[config.mk]
export PLATFORM = sky130hd
export DESIGN_NAME = uart_tx_sched
export DESIGN_NICKNAME = d
export VERILOG_FILES = /design/src/rtl/uart_sched_pkg.sv /design/src/rtl/uart_rr_arbiter.sv /design/src/rtl/uart_tx_sched.sv
export SDC_FILE = /design/constraint.sdc
export NUM_CORES = 1
export LEC_CHECK = 0
export CAP_MARGIN = 20
export CORE_UTILIZATION = 51
export DETAILED_ROUTE_END_ITERATION = 10
export GPL_ROUTABILITY_DRIVEN = 0
export GPL_TIMING_DRIVEN = 0
export PLACE_DENSITY = 0.95
export SLEW_MARGIN = 20
export SYNTH_ARGS = -nofsm -noshare
export SYNTH_HDL_FRONTEND = slang
export SYNTH_SLANG_ARGS = --single-unit
[constraint.sdc]
create_clock -name clk -period 5.32 [get_ports clk]
set_clock_uncertainty 0.2 [all_clocks]
set_input_delay 1.596 -clock clk [delete_from_list [all_inputs] [get_ports clk]]
set_output_delay 1.596 -clock clk [all_outputs]
set_load 0.03 [all_outputs]
[src/rtl/uart_sched_pkg.sv]
// Shared types and the round-robin pick function for the UART transmit scheduler.
package uart_sched_pkg;

    localparam int MAX_REQ = 8;
    localparam int PICK_W  = 3;

    typedef enum logic [1:0] {
        IDLE,
        ISSUE,
        WAIT_SENT,
        LOCK_WAIT
    } sched_state_e;

    typedef struct packed {
        logic              found;
        logic [PICK_W-1:0] idx;
    } rr_pick_t;

    // First set bit of valid at or after ptr, wrapping modulo n (n <= MAX_REQ).
    function automatic rr_pick_t rr_pick(
        input logic [MAX_REQ-1:0] valid,
        input logic [PICK_W-1:0]  ptr,
        input int                 n
    );
        rr_pick_t r;
        int       j;
        r = '0;
        for (int i = 0; i < MAX_REQ; i++) begin
            j = int'(ptr) + i;
            if (j >= n) j = j - n;
            if (i < n && !r.found && valid[j[PICK_W-1:0]]) begin
                r.found = 1'b1;
                r.idx   = j[PICK_W-1:0];
            end
        end
        return r;
    endfunction

endpackage

[src/rtl/uart_rr_arbiter.sv]
// Combinational round-robin winner selection; force_en pins the choice to force_id during a locked message.
module uart_rr_arbiter
    import uart_sched_pkg::*;
#(
    parameter int N_REQ = 4,
    parameter int IDX_W = 2
) (
    input  logic [N_REQ-1:0] req_valid,
    input  logic [IDX_W-1:0] rr_ptr,
    input  logic             force_en,
    input  logic [IDX_W-1:0] force_id,
    output logic [IDX_W-1:0] win_id,
    output logic             win_found
);

    logic [MAX_REQ-1:0] valid_pad;
    logic [PICK_W-1:0]  ptr_pad;
    rr_pick_t           pick;

    always_comb begin
        valid_pad              = '0;
        valid_pad[N_REQ-1:0]   = req_valid;
        ptr_pad                = '0;
        ptr_pad[IDX_W-1:0]     = rr_ptr;
        pick                   = rr_pick(valid_pad, ptr_pad, N_REQ);
        if (force_en) begin
            win_id    = force_id;
            win_found = req_valid[force_id];
        end else begin
            win_id    = IDX_W'(pick.idx);
            win_found = pick.found;
        end
    end

endmodule

[src/rtl/uart_tx_sched.sv]
// Shares one UART transmitter between N_REQ byte producers with round-robin
// arbitration, multi-byte grant lock and a sticky transmit/lock timeout.
module uart_tx_sched
    import uart_sched_pkg::*;
#(
    parameter int N_REQ       = 4,
    parameter int DATA_W      = 8,
    parameter int TIMEOUT_CYC = 65536
) (
    input  logic                      clk,
    input  logic                      rst_n,
    input  logic [N_REQ-1:0]          req_valid,
    input  logic [N_REQ*DATA_W-1:0]   req_data,
    input  logic [N_REQ-1:0]          req_last,
    output logic [N_REQ-1:0]          req_ready,
    output logic [DATA_W-1:0]         tx_data,
    output logic                      tx_start,
    input  logic                      tx_busy,
    input  logic                      tx_sent,
    output logic [$clog2(N_REQ)-1:0]  grant_id,
    output logic                      grant_active,
    output logic                      timeout_err,
    input  logic                      err_clr
);

    localparam int IDX_W   = $clog2(N_REQ);
    localparam int TIMER_W = $clog2(TIMEOUT_CYC);
    localparam logic [TIMER_W-1:0] TIMER_MAX = TIMER_W'(TIMEOUT_CYC - 1);
    localparam logic [IDX_W-1:0]   LAST_ID   = IDX_W'(N_REQ - 1);

    sched_state_e       state, next_state;
    logic [IDX_W-1:0]   rr_ptr, next_ptr, win_id;
    logic [TIMER_W-1:0] timer;
    logic               lock, win_found, timer_expired;
    logic               accept, release_grant, do_timeout;

    uart_rr_arbiter #(
        .N_REQ (N_REQ),
        .IDX_W (IDX_W)
    ) u_arb (
        .req_valid (req_valid),
        .rr_ptr    (rr_ptr),
        .force_en  (state != IDLE),
        .force_id  (grant_id),
        .win_id    (win_id),
        .win_found (win_found)
    );

    assign timer_expired = (timer == TIMER_MAX);
    assign next_ptr      = (grant_id == LAST_ID) ? '0 : grant_id + 1'b1;

    always_ff @(posedge clk or negedge rst_n) begin
        if (!rst_n) state <= IDLE;
        else        state <= next_state;
    end

    // tx_sent takes priority over an expiring timer; a pending locked byte over a lock timeout.
    always_comb begin
        next_state    = state;
        accept        = 1'b0;
        release_grant = 1'b0;
        do_timeout    = 1'b0;
        case (state)
            IDLE: begin
                if (win_found && !tx_busy) begin
                    accept     = 1'b1;
                    next_state = ISSUE;
                end
            end
            ISSUE: next_state = WAIT_SENT;
            WAIT_SENT: begin
                if (tx_sent) begin
                    if (!lock) begin
                        release_grant = 1'b1;
                        next_state    = IDLE;
                    end else if (win_found) begin
                        accept     = 1'b1;
                        next_state = ISSUE;
                    end else begin
                        next_state = LOCK_WAIT;
                    end
                end else if (timer_expired) begin
                    do_timeout = 1'b1;
                    next_state = IDLE;
                end
            end
            LOCK_WAIT: begin
                if (win_found) begin
                    accept     = 1'b1;
                    next_state = ISSUE;
                end else if (timer_expired) begin
                    do_timeout = 1'b1;
                    next_state = IDLE;
                end
            end
            default: next_state = IDLE;
        endcase
    end

    always_comb begin
        req_ready = '0;
        if (accept) req_ready[win_id] = 1'b1;
        tx_start     = (state == ISSUE);
        grant_active = (state != IDLE);
    end

    always_ff @(posedge clk or negedge rst_n) begin
        if (!rst_n) begin
            tx_data     <= '0;
            grant_id    <= '0;
            lock        <= 1'b0;
            rr_ptr      <= '0;
            timeout_err <= 1'b0;
        end else begin
            if (accept) begin
                tx_data  <= req_data[win_id*DATA_W +: DATA_W];
                grant_id <= win_id;
                lock     <= !req_last[win_id];
            end
            if (do_timeout) lock <= 1'b0;
            if (do_timeout || release_grant) rr_ptr <= next_ptr;
            if (do_timeout)   timeout_err <= 1'b1;
            else if (err_clr) timeout_err <= 1'b0;
        end
    end

    // Saturating timer, restarted on each issued byte and on entry to LOCK_WAIT.
    always_ff @(posedge clk or negedge rst_n) begin
        if (!rst_n) begin
            timer <= '0;
        end else if (state == ISSUE || (state == WAIT_SENT && next_state == LOCK_WAIT)) begin
            timer <= '0;
        end else if ((state == WAIT_SENT || state == LOCK_WAIT) && !timer_expired) begin
            timer <= timer + 1'b1;
        end
    end

endmodule

==> impl_results.md, run 1 <==
- Outcome: complete, no violations
- Remaining global-route overflow: 0
- Number of search-and-repair iterations in the first detailed-routing pass: 4
- NetSw: 0.000680 W
- Number of primary I/O pins: 62
- Flop pwr share: 0.244
- Async set-reset flop share out of synthesis: 1.00
- Crit Path Max Fanout: 10
- TritonCTS Buffers: 5
- Min-Delay Path Class: flop to flop
- Largest net degree at the start of global routing: 33
- Starting Density: 0.550
- Total nets after synthesis: 253
- Headroom to the max-slew limit: 0.532
- Critical Path Slowest Stage Cell: o32ai_4
- R2r startpoint: grant_id[0]
- Time the final worst path needs with I/O delays and setup: 5.22 ns
- Leakage: 1.23 nW
- Finished Cell Area: 0.00289 mm²
- Worst setup path endpoint: req_ready[3]
- Clock slew at reported path FFs: 0.06 ns
- Fraction of the mapped netlist area in simple logic gates: 0.206
- Max-slew violations: 0
- Cells after synthesis: 206
- DRC errors left: 0
- Non-filler cells in the finished layout: 326
- Dominant combinational cell family by area after synthesis: simple AND/OR/NAND/NOR gates
- Fill cell instance count of the final layout: 240
- Arrival time worst endpoint: 3.42 ns
- Leading register cell type out of synthesis: dfrtp_1
- Delay contributed by the slowest stage of the critical path: 0.34 ns
- Flops & latches, synth: 32
- Number of cells on the critical path: 8
- Reg-to-reg slack, setup: 2.85 ns
- Startpoint kind of the worst setup timing path: input port
- Depth of the worst register-to-register path: 7
- Maximum clock insertion buffer count: 2
- Area of the core region: 0.00377 mm²
- Instance area after placement: 0.00274 mm²
- Final routed wire length divided by cell count: 17.0 µm
- Yosys warns: 0
- Final wirelength: 5.53 mm
- CTS tree: built
- Netlist Area Pre-Place: 0.00207 mm²
- Buffer and inverter count on the worst path: 4
- Syn avg cell area: 10.1 µm²
- CTS Root Buffer Type: clkbuf_8
- Part of the total power dissipated in combinational logic: 0.594
- Placed instance count: 315
- Count of maximum capacitance violations: 0
- Peak VDD IR: 333 µV
- Post-DR vias/cell: 5.86
- Worst setup path start: req_valid[3]
- Syn-to-layout area delta: 39.5%
- Internal power contribution: 0.000893 W
- Number of flops mapped to enable cells by yosys: 0
- WHS Path Cells: 2
- Via count of the first global-routing pass: 1947
- Die area: 0.00432 mm²
- FMAX: 192 MHz
- Power Dens Cells: 544 mW/mm²
- Count of endpoints failing setup in the final report: 0
- Complex-gate fraction of the synthesized area: 0.169
- Worst r2r dst: timer[7]
- Floorplan row count: 22
- Number of clock sinks: 32
- Number of endpoints with negative hold slack in the final report: 0
- Clock share of power: 0.163
- Required arrival time at the worst endpoint: 3.52 ns
- Ant diodes: 0
- Post-layout nets: 324
- Number of antenna violations at the first check in global routing: 0
- Number of buffer cells added on primary ports: 61
- Netlist cell types: 48
- Share of synthesized cell area in full adder, half adder and majority cells: 0.0121
- Mux contribution to synthesized area: 0.125
- Fin crit share: 0.980
- Setup Crit Path Kind: input port to output pin
- DRC marker count from the first detailed-route iteration: 137
- Via count: 1909
- Number of routed nets with antenna violations: 0
- Xor and xnor area share after synthesis: 0.0591
- Hold_buf cts: 0
- Share of the yosys chip area belonging to registers: 0.386
- Die height: 65.8 µm
- RSZ-0062 raised after global routing: no
- Detailed-placement wirelength estimate: 3.97 mm
- Net switching fraction of the power: 0.432
- Die extent in x: 65.8 µm
- Fraction of layout cells with a size suffix above 1: 0.183
- Clock latency reported for the late side of the worst-skew pair: 0.29 ns
- Chain of cells forming the critical path: dlygate4sd2_1, mux4_2, inv_2, o32ai_4, nor2b_2, buf_6, and2_1, clkdlybuf4s18_2
- Tightest Pin Transition: 0.701 ns
- Top Family by Delay on Critical Path: buffers and inverters
- Critical path endpoint category: output pin
- All-layer global routing usage: 0.277
- First-pass GRT wire length: 8.87 mm
- Level count of the clock H-tree: 2
[flip-flops by register name (all words and copies together), names as in the netlist]
signal / count
rr_ptr: 2
timeout_err: 1
grant_id: 2
timer: 16
lock: 1
state: 2
tx_data: 8
[synth_stat cells (5+ instances only)]
master | number | area (µm²)
nand2_1 | 8 | 30.0
xnor2_1 | 6 | 52.6
xor2_1 | 8 | 70.1
nor2_1 | 35 | 131
nand3_1 | 9 | 45.0
inv_1 | 6 | 22.5
a221oi_2 | 8 | 120
nor2b_1 | 5 | 31.3
dfrtp_1 | 32 | 801
a21oi_1 | 7 | 35.0
mux2i_1 | 18 | 180
[metrics by stage]
step / power, W / setup TNS (ns) / hold WS (ns) / util / worst slack [ns]
after floorplan: 0.00100 / 0 / 0.305 / - / 0.474
after global placement: 0.00125 / -2.58 / 0.314 / 0.728 / -0.675
after detailed placement: 0.00128 / -2.83 / 0.328 / 0.726 / -0.751
after CTS: 0.00157 / 0 / 0.339 / 0.768 / 0.0213
after global routing: 0.00166 / 0 / 0.371 / 0.767 / 0.00989
final: 0.00157 / 0 / 0.338 / 0.767 / 0.105
[area by class of cell]
| type | instances | area [µm²] | area share |
|---|---|---|---|
| timing repair buffer | 64 | 609 | 0.211 |
| sequential | 32 | 801 | 0.277 |
| clock inverter | 1 | 30.0 | 0.0104 |
| multi-input combinational | 158 | 1200 | 0.416 |
| buffer | 9 | 65.1 | 0.0225 |
| clock buffer | 7 | 96.3 | 0.0333 |
| tap | 48 | 60.1 | 0.0208 |
| inverter | 7 | 26.3 | 0.00909 |
[cells in the final DEF (no fill, tap or decap), types with 2 or more instances in the layout]
master	Yosys	routed
a21oi_1	7	7
a221oi_2	8	8
and2_1	3	3
and3_1	2	2
and4_1	4	4
buf_2	4	7
buf_4	3	5
clkbuf_2	0	2
clkbuf_8	0	7
clkdlybuf4s50_1	0	51
dfrtp_1	32	32
dlygate4sd2_1	0	2
ha_1	2	2
inv_1	6	6
mux2_1	2	2
mux2i_1	18	18
mux4_2	2	2
nand2_1	8	8
nand3_1	9	9
nand4_1	4	4
nor2_1	35	35
nor2b_1	5	4
nor3_1	3	3
o21ai_0	4	4
o21ai_1	4	4
o22ai_1	2	2
o311ai_1	2	2
xnor2_1	6	6
xor2_1	8	8
[worst min-delay path by stage]
stage | endpoint | slack, ns | from
floorplan | timer[11] | 0.31 | timer[11]
global placement | timeout_err | 0.31 | timeout_err
detailed placement | timeout_err | 0.33 | timeout_err
CTS | timeout_err | 0.34 | timeout_err
global route | timer[11] | 0.37 | timer[11]
finish | timeout_err | 0.34 | timeout_err
[logic make-up (layout without fill, tap and decap cells)]
kind of cell | Yosys count | after routing
AOI/OAI and AO/OA | 37 | 37
and+or+nand+nor | 82 | 82
xor gates and xnor gates | 14 | 14
buffers and inverters | 16 | 88
DFF | 32 | 32
muxes | 23 | 23
adders and majority gates | 2 | 2
[tightest hold or removal path, cell delays in order (launching register included)]
cell and delay, ns:
dfrtp_1 0.39, inv_1 0.05, o21ai_0 0.06
[metal layers]
metal	routed length (µm)	GRT usage	vias to the layer above
li1	-	-	889
met1	2130	0.311	941
met2	3040	0.511	59
met3	178	0.0503	20
met4	192	0.106	0
met5	0	0	-
[power groups by stage]
stage / combinational [W] / clock, W / sequential [W]
finish: 0.000934 / 0.000256 / 0.000384
floorplan: 0.000559 / 0 / 0.000443
global route: 0.000994 / 0.000270 / 0.000392
detailed placement: 0.000901 / 0 / 0.000383
global placement: 0.000871 / 0 / 0.000380
CTS: 0.000929 / 0.000257 / 0.000382
[repair_timing]
| action | CTS | global route |
|---|---|---|
| pin swaps | 2 | 0 |
| buffers inserted | 3 | 0 |
| resized for setup | 26 | 5 |
| endpoints found under the setup margin | 4 | 4 |
Power figures use the tool's default switching activity.
==> run 2, diff against run 1 <==
--- a/config.mk
+++ b/config.mk
@@ -15,3 +15,4 @@
 export SYNTH_ARGS = -nofsm -noshare
 export SYNTH_HDL_FRONTEND = slang
 export SYNTH_SLANG_ARGS = --single-unit
+export TNS_END_PERCENT = 100
==> results of run 2 <==
Final layout, timing and power as in run 1 (identical DEF).
==> run 3, diff against run 2 <==
--- a/config.mk
+++ b/config.mk
@@ -14,5 +14,6 @@
 export SLEW_MARGIN = 20
 export SYNTH_ARGS = -nofsm -noshare
 export SYNTH_HDL_FRONTEND = slang
+export SYNTH_HIERARCHICAL = 1
 export SYNTH_SLANG_ARGS = --single-unit
 export TNS_END_PERCENT = 100
==> impl_results.md, run 3 <==
- Fraction of layout cells with a size suffix above 1: 0.224 (+0.0408)
- Async set-reset flop share out of synthesis: 1.00 (unchanged)
- Final routed wire length divided by cell count: 18.8 µm (+11%)
- CTS Root Buffer Type: clkbuf_8
- Worst Setup Slack post-DPL: -0.900 ns (-0.149 ns)
- Reg-to-reg slack, setup: 2.07 ns (-0.78 ns)
- Post-layout nets: 319 (-1.5%)
- Power Dens Cells: 502 mW/mm² (-7.7%)
- Yosys warns: 6 (+6)
- Worst setup path start: req_valid[3]
- Largest net degree at the start of global routing: 32 (-3.0%)
- Max-slew violations: 0 (unchanged)
- RSZ-0062 raised after global routing: no
- Instance area after placement: 0.00283 mm² (+3.4%)
- Number of search-and-repair iterations in the first detailed-routing pass: 4 (unchanged)
- Setup Crit Path Kind: input port to output pin
- Most frequent standard cell in the layout excluding fill and tap cells: clkdlybuf4s50_1
- FMAX: 194 MHz (+1.3%)
- DRC marker count from the first detailed-route iteration: 90 (-34%)
- Tightest Pin Transition: 0.748 ns (+0.0470 ns)
- Fill cell instance count of the final layout: 268 (+12%)
- Hold_buf cts: 0 (unchanged)
- Outcome: complete, no violations
- Critical path endpoint category: output pin
- Number of buffer cells added on primary ports: 61 (unchanged)
- Most instantiated cells after synthesis: dfrtp_1 (32), nand2_1 (22), a21oi_1 (12)
- Most common cell in the synthesized netlist: dfrtp_1
- Most frequent cells in the layout: clkdlybuf4s50_1 (52), dfrtp_1 (32), nand2_1 (21)
- Number of endpoints with negative hold slack in the final report: 0 (unchanged)
- Leakage: 1.25 nW (+1.8%)
- Fin crit share: 0.967 (-0.0129)
- Leading register cell type out of synthesis: dfrtp_1
- Level count of the clock H-tree: 2 (unchanged)
- Arrival time worst endpoint: 3.35 ns (-0.07 ns)
- CTS tree: built
- Flops & latches, synth: 32 (unchanged)
- Total nets after synthesis: 248 (-2.0%)
- R2r startpoint: state[1]
- DRC errors left: 0 (unchanged)
- Area of the core region: 0.00403 mm² (+6.8%)
- Crit Path Max Fanout: 10 (unchanged)
- Min-Delay Path Class: flop to flop
- Die area: 0.00447 mm² (+3.3%)
- Placed instance count: 313 (-0.63%)
- Netlist cell types: 59 (+23%)
- Syn avg cell area: 10.7 µm² (+6.0%)
- Post-DR vias/cell: 6.31 (+7.8%)
- Remaining global-route overflow: 0 (unchanged)
- Clock slew at reported path FFs: 0.06 ns (about the same)
- Die extent in x: 66.8 µm (+1.6%)
- Ant diodes: 0 (unchanged)
- Cells taking the most area after synthesis: dfrtp_1 (37%), mux4_2 (11%), mux2_2 (4.7%), nand2_1 (3.9%), a21oi_1 (2.8%)
- All-layer global routing usage: 0.291 (+0.0132)
- Clock latency reported for the late side of the worst-skew pair: 0.29 ns (about the same)
- Depth of the worst register-to-register path: 10 (+3)
- Worst r2r dst: tx_data[3]
- Count of endpoints failing setup in the final report: 0 (unchanged)
- Time the final worst path needs with I/O delays and setup: 5.15 ns (-0.0686 ns)
- Headroom to the max-slew limit: 0.494 (-0.0383)
- Non-filler cells in the finished layout: 322 (-1.2%)
- Number of primary I/O pins: 62 (unchanged)
- Detailed-placement wirelength estimate: 4.29 mm (+7.9%)
- Netlist Area Pre-Place: 0.00214 mm² (+3.4%)
- Worst path setup slack after routing: 0.173 ns (+0.0686 ns)
- Largest register FFs: 16 (unchanged)
- Via count: 2032 (+6.4%)
- Hold_ws: 0.307 ns (-0.0307 ns)
- Worst setup path endpoint: req_ready[3]
- Cells after synthesis: 201 (-2.4%)
- Finished Cell Area: 0.00296 mm² (+2.5%)
- Startpoint kind of the worst setup timing path: input port
- Floorplan row count: 23 (+4.5%)
- Library cell with the largest summed area after synthesis: dfrtp_1
- Number of flops mapped to enable cells by yosys: 0 (unchanged)
- Count of maximum capacitance violations: 0 (unchanged)
- Number of clock sinks: 32 (unchanged)
- Syn-to-layout area delta: 38.2%
- Largest registers: timer (16), tx_data (8)
- TritonCTS Buffers: 5 (unchanged)
- Peak VDD IR: 387 µV (+16%)
- Register with the highest flop count: timer
- Number of antenna violations at the first check in global routing: 0 (unchanged)
- Share of the yosys chip area belonging to registers: 0.374 (-0.0126)
- Number of routed nets with antenna violations: 0 (unchanged)
- Starting Density: 0.532 (-0.0178)
- Via count of the first global-routing pass: 1912 (-1.8%)
- Die height: 66.8 µm (+1.6%)
- Required arrival time at the worst endpoint: 3.52 ns (about the same)
- Area share of the leading cell type in the synthesized netlist: 0.374 (-0.0126)
- Maximum clock insertion buffer count: 2 (unchanged)
- Final wirelength: 6.07 mm (+9.6%)
- First-pass GRT wire length: 9.27 mm (+4.5%)
run 3: changes by cell type after synthesis, sizes merged, moves of 6 or more:
cell,delta
xor2,-8
xnor2,-6
mux2i,-16
nor2,-30
mux4,+8
mux2,+6
nand2,+14
a221oi,-8
run 3: kinds of logic after synthesis:
kind of cell / after synthesis / share of synthesized area
multiplexers: 21 / 0.162
flip-flops: 32 / 0.374
buffers and inverters: 17 / 0.0403
adder cells (fa/ha/maj): 2 / 0.0117
AO/OA/AOI/OAI: 50 / 0.162
AND/OR/NAND/NOR: 79 / 0.251
run 3: per-stage QoR:
stage                     total power, W  setup TNS [ns]  utilization
after floorplan                 0.000951               0            -
after global placement           0.00119           -3.13        0.699
after detailed placement         0.00123           -3.51        0.703
after CTS                        0.00147               0        0.734
after global routing             0.00157               0        0.735
final                            0.00149               0        0.735
run 3: what timing repair did:
action                     CTS  global route
gates resized for setup     30             3
pin swaps                    2             0
setup endpoints to repair    4             4
setup buffers                2             0
hold endpoints to repair     0             0
run 3: worst min path at each step:
stage                     slack (ns)          to  startpoint  depth (start not counted)
after global routing            0.33  tx_data[4]  tx_data[4]                          1
after floorplan                 0.28   timer[14]   timer[14]                          1
after CTS                       0.31  tx_data[5]  tx_data[5]                          1
final                           0.31  tx_data[5]  tx_data[5]                          1
after detailed placement        0.29  tx_data[5]  tx_data[5]                          1
after global placement          0.29  tx_data[5]  tx_data[5]                          1
run 3: power by group:
part | internal (W) | switching, W | leakage, nW
clock | 0.000115 | 0.0000902 | 0.0503
sequential | 0.000309 | 0.0000514 | 0.406
combinational | 0.000427 | 0.000494 | 0.794
run 3: worst max-delay path: stages:
cell and delay (ns):
dlygate4sd2_1 0.30, mux4_2 0.48, nand2_1 0.12, o21ai_4 0.12
nand2_2 0.12, o2bb2ai_4 0.07, buf_4 0.17, and3_1 0.19
buf_2 0.17
run 3: metal layers:
layer	track usage	share of wire	up-vias
met5	0	0	-
met4	0.178	0.045	0
met3	0.0651	0.051	25
met2	0.461	0.51	76
met1	0.356	0.39	999
li1	-	-	932
run 3: layout make-up:
cell class | instances | area (µm²) | area share
multi-input cells | 152 | 1290 | 0.435
flip-flops and latches | 32 | 801 | 0.270
repair buffers | 64 | 626 | 0.211
clock buffers | 7 | 96.3 | 0.0325
plain buffers | 10 | 63.8 | 0.0215
well taps | 50 | 62.6 | 0.0211
inverters | 7 | 26.3 | 0.00887
